[src/rtl/alu_4bit.sv]
`default_nettype none
// ============================================================================
//  Module      : alu_4bit
//  Description : 4-bit ALU with registered 5-bit result (bit 4 carries the
//                carry / borrow / shift-out) and a registered in_a == 0 flag.
//                One operation accepted per clock, one-cycle latency.
//  Revision    : 1.0 - initial release
// ============================================================================
module alu_4bit (
    input  logic       clk,
    input  logic       rst,
    input  logic [3:0] in_a,
    input  logic [3:0] in_b,
    input  logic [3:0] opcode,
    output logic [4:0] alu_out,
    output logic       a_in_zero
);

    localparam logic [3:0] c_OP_PASS = 4'd0;
    localparam logic [3:0] c_OP_ADD  = 4'd1;
    localparam logic [3:0] c_OP_SUB  = 4'd2;
    localparam logic [3:0] c_OP_AND  = 4'd3;
    localparam logic [3:0] c_OP_OR   = 4'd4;
    localparam logic [3:0] c_OP_XOR  = 4'd5;
    localparam logic [3:0] c_OP_SHL  = 4'd6;
    localparam logic [3:0] c_OP_SHR  = 4'd7;
    localparam logic [3:0] c_OP_INC  = 4'd8;
    localparam logic [3:0] c_OP_DEC  = 4'd9;
    localparam logic [3:0] c_OP_GT   = 4'd10;

    // Operands zero-extended so bit 4 naturally captures carry and borrow.
    logic [4:0] w_a_ext;
    logic [4:0] w_b_ext;
    logic [4:0] w_result;
    logic [4:0] r_alu_out;
    logic       r_a_in_zero;

    assign w_a_ext = {1'b0, in_a};
    assign w_b_ext = {1'b0, in_b};

    // Combinational datapath: select the 5-bit result for the current opcode.
    always_comb begin
        w_result = 5'd0;
        case (opcode)
            c_OP_PASS: w_result = w_a_ext;
            c_OP_ADD:  w_result = w_a_ext + w_b_ext;
            c_OP_SUB:  w_result = w_a_ext - w_b_ext;
            c_OP_AND:  w_result = w_a_ext & w_b_ext;
            c_OP_OR:   w_result = w_a_ext | w_b_ext;
            c_OP_XOR:  w_result = w_a_ext ^ w_b_ext;
            c_OP_SHL:  w_result = {in_a, 1'b0};
            c_OP_SHR:  w_result = {2'b00, in_a[3:1]};
            c_OP_INC:  w_result = w_a_ext + 5'd1;
            c_OP_DEC:  w_result = w_a_ext - 5'd1;
            c_OP_GT:   w_result = (in_a > in_b) ? 5'd1 : 5'd0;
            default:   w_result = 5'd0;
        endcase
    end

    // Output registers; reset wins over any operation in the same cycle.
    always_ff @(posedge clk) begin
        if (rst) begin
            r_alu_out   <= 5'd0;
            r_a_in_zero <= 1'b0;
        end else begin
            r_alu_out   <= w_result;
            r_a_in_zero <= (in_a == 4'd0);
        end
    end

    assign alu_out   = r_alu_out;
    assign a_in_zero = r_a_in_zero;

endmodule
`default_nettype wire

[config.mk]
export PLATFORM = sky130hd
export DESIGN_NAME = alu_4bit
export DESIGN_NICKNAME = d
export VERILOG_FILES = /design/src/rtl/alu_4bit.sv
export SDC_FILE = /design/constraint.sdc
export NUM_CORES = 1
export LEC_CHECK = 0
export CAP_MARGIN = 10
export CORE_ASPECT_RATIO = 1.25
export CORE_UTILIZATION = 56
export CTS_CLUSTER_DIAMETER = 200
export DETAILED_ROUTE_END_ITERATION = 8
export GPL_TIMING_DRIVEN = 0
export PLACE_DENSITY = 0.82
export SLEW_MARGIN = 10
export SYNTH_ARGS = -nofsm -noshare
export SYNTH_HDL_FRONTEND = slang
export SYNTH_SLANG_ARGS = --single-unit
[constraint.sdc]
create_clock -name clk -period 7.9 [get_ports clk]
set_input_delay 2.37 -clock clk [delete_from_list [all_inputs] [get_ports clk]]
set_output_delay 2.37 -clock clk [all_outputs]
set_load 0.02 [all_outputs]
* Word-level counts from Yosys, hierarchy flattened
Cells that the tools add are included.
Widths: inputs -> output; s select.
** Storage, ports and cells
- Register bits after elaboration :: 6
- Output and inout port bits :: 6
** Cells by class
- Bitwise operators :: 3
- Reductions and logical operators :: 2
- Multiplexer cells :: 2
- Equal/unequal tests :: 10
- Magnitude comparators :: 1
- Add/sub/neg operators :: 4
** Operators with widths (count)
- $pmux 5 s11 :: 1
- $eq 4x3->1 const B :: 4
- $eq 4x4->1 const B :: 3
- $eq 4x2->1 const B :: 2
- $logic_not 4->1 :: 2
- $add 4x1->5 const B :: 1
- $add 4x4->5 :: 1
- $sub 4x1->5 const B :: 1
- $sub 4x4->5 :: 1
- $and 4x4->4 :: 1
- $eq 4x1->1 const B :: 1
- $gt 4x4->1 :: 1
- $or 4x4->4 :: 1
- $xor 4x4->4 :: 1
- $mux 1 :: 1

* Depth between registers and ports, before layout
- Depth after elaboration :: 3
- Depth in mapped cells :: 12

* Worst setup path before layout
Ideal clock, no wire load.
- Kind :: input to register
- Start :: input port opcode[1]
- End :: register r_alu_out[4] (netlist: alu_out[4])
- Required time :: 7782 ps
- Path slack :: 3687 ps
- Arrival :: 4095 ps
- Stages on the path :: 11
- Cells stage by stage :: buf_4 -> nor2_4 -> nand2_1 -> nor2_1 -> a21oi_1 -> fa_1 -> a21o_1 -> a21oi_1 -> o21a_1 -> o32a_1 -> o21ai_1
** Between the ends
- Cells in the longest elaborated chain, start to end :: 2
** Ends and longest elaborated chain
- from (decl) :: line 14 : input logic [3:0] opcode,
- $eq 4x4->1 (tied with other cells) :: line 44 : case (opcode)
- $pmux 5 s11 (*) :: line 44
- to (signal assigned) :: line 66 : r_alu_out <= w_result;
- to (decl) :: line 35 : logic [4:0] r_alu_out;
Every way passes the cells marked *; elsewhere a longest branch is shown, timed or not.
A chain may end at the register's enable or synchronous reset.

* Worst setup path in the final report
- Start :: input port opcode[2]
- End :: register r_alu_out[4] (netlist: alu_out[4])
The elaborated chain is that of the path after synthesis.

==> flow_summary.toml <==
[status]
status = "finished with violations"
violations = "DRC"

[logic_synthesis]
synth.avg_cell_area_sq_um = 7.97
netlist_area_sq_um = 1040
synth_area_leaders = "ha_1 20%, dfxtp_1 12%, a21oi_1 5.3%"
netlist_instances = 131
syn_nets = 164
ys.flop_type = "dfxtp_1"
synthArstFlopShare = 0
yosysTopAreaCellShare = 0.204
synth-seq-area-share = 0.115
yosysTopAreaCell = "ha_1"
synth_cell_types = 45
ys_ff_latch = 6
synth_edf_count = 0
synth_warnings = 0

[sta]
hold_viol_final = 0
rsz0062_at_grt = "false"
layout_setup_ws_ns = 3.18
drv_slew = 0
fin_crit_sh = 0.598
period_needed_ns = 4.72
tightestPinTransition_ns = 0.415
fmax_mhz = 212
slew_headroom = 0.723
setup_violations = 0
setup-tns-final_ns = 0

[pwr]
vdd_ir_drop_max_v = 0.0000980
total_leakage_power_nw = 0.551
power_density_nw_per_um2 = 103

[setup_path]
cp-start-kind = "primary input"
path_class = "primary input to flop"
slowest_stage = "clkdlybuf4s50_1"
cp_num_buf_inv = 2
crit_top_cell = "a21oi_1"
worstPathArrival_ns = 4.85
critPathMaxStageDelay_ns = 0.46
critPathTopFamily = "compound AO/OA/AOI/OAI gates"
crit_fanout = 10
end_kind = "flop"
required_ns = 8.03
path_cells = "clkdlybuf4s50_1 > buf_6 > nor2_4 > nand2_1 > nor2_1 > a21oi_1 > fa_1 > a21o_1 > a21oi_1 > o21a_1 > o32a_1 > o21ai_1"

[layout]
nNetsFinal = 187
nFillCells = 157
mostFrequentLayoutCells = "18 x clkdlybuf4s50_1, 17 x ha_1, 13 x inv_1"
antenna_cells = 0
drive_above_1_share = 0.0855
area_delta_synth_final_pct = 21.7
final_common_cell = "clkdlybuf4s50_1"

[place]
io_buffers = 18
dp_hpwl_um = 2040
dpl_worst_slack_ns = 2.94
place_congestion = 0.905

[grt]
grt-ovfl-total = 0
grtUsageTotal = 0.290
grt_max_degree = 11
first_global_vias = 1004
grt_pass1_wl_um = 4200
antenna_found_initial = 0

[clock_tree]
ctsHtreeMaxLevel = 1
root_buffer = "clkbuf_4"
cts_tree = "yes"
ctsHoldBuffers = 0
cts_setup_buffers = 0
cts_resized = 0
clk_transition_reported_paths_ns = 0.04
clock-sinks = 6
clock_path_buffers = 2
cts_buffers = 3

[die]
ioPinCount = 20
start_util = 0.591
die_area_sq_um = 2040
num_rows = 17
core_sq_um = 1770
dieWidth_um = 40.6
die_y_um = 50.3

[job]
maxCapViolCount = 0

[detailed_routing]
wl_per_cell_um = 15.2
drt-initial-drc-count = 53
dr.pass1.iters = 8
wirelength_um = 2590
vias = 1067
via_per_inst = 6.24
ant_nets = 0
drc = 2

[hold_path]
hp-class = "primary input to flop"
-- Yosys cell counts (2+ instances only) --
cell / count
a21o_1: 3
a221oi_1: 2
nand3_1: 5
inv_1: 13
buf_2: 4
o221ai_1: 2
nor2_1: 8
fa_1: 2
xor2_1: 3
xnor2_1: 3
a31oi_1: 5
nand3b_1: 4
o21ai_1: 6
ha_1: 17
nand2_1: 6
nor4_1: 2
a21oi_1: 11
nor3b_1: 2
nor3_1: 2
dfxtp_1: 6
-- logic make-up (layout without fill, tap and decap cells) --
logic type / after synthesis / count (layout) / share of synthesized area
xor gates and xnor gates: 6 / 6 / 0.0504
muxes: 3 / 3 / 0.0312
and+or+nand+nor: 38 / 38 / 0.215
buffers and inverters: 20 / 41 / 0.0983
DFF: 6 / 6 / 0.115
AOI/OAI and AO/OA: 39 / 39 / 0.248
adders and majority gates: 19 / 19 / 0.242
-- report_power, final --
part / internal [mW] / switching (mW)
combinational: 0.0323 / 0.0379
clock: 0.0171 / 0.0105
sequential: 0.0322 / 0.000378
total: 0.0816 / 0.0488
-- final cells by class --
class / count / area, sq um / area share
multi-input cells: 105 / 821 / 0.646
inverters: 13 / 48.8 / 0.0384
plain buffers: 7 / 53.8 / 0.0424
repair buffers: 18 / 180 / 0.142
well taps: 19 / 23.8 / 0.0187
clock buffers: 3 / 22.5 / 0.0177
flip-flops and latches: 6 / 120 / 0.0946
-- metrics by stage --
| step | cells | hold slack (ns) | power [mW] | utilization | cell area, sq um |
|---|---|---|---|---|---|
| after global placement | 168 | 2.80 | 0.100 | 0.707 | 1250 |
| after global routing | 171 | 2.59 | 0.140 | 0.719 | 1270 |
| final | 171 | 2.55 | 0.130 | 0.719 | 1270 |
| after CTS | 171 | 2.54 | 0.131 | 0.719 | 1270 |
| after detailed placement | 168 | 2.79 | 0.102 | 0.707 | 1250 |
| after floorplan | 131 | 2.44 | 0.0791 | - | 1040 |
-- path summary, 6_finish.rpt --
path | slack [ns] | to | cells past startpoint | start
max | 3.18 | alu_out[4] | 12 | opcode[2]
min | 2.55 | alu_out[4] | 4 | opcode[1]
-- metal layers --
layer	GRT usage	routed length, um
met3	0.0531	125
met4	0.0667	46
met1	0.382	1130
met2	0.471	1280
met5	0	0
-- sequential cells by signal, summed over array words and instances (netlist names) --
register,flops
a_in_zero,1
alu_out,5
-- tightest hold or removal path: cells and delay by family --
kind / cells / cell delay (ns)
buffers and inverters: 1 / 0.16
AO/OA/AOI/OAI: 1 / 0.06
AND/OR/NAND/NOR: 2 / 0.15
Note: power is estimated with default switching activity, not from simulation.
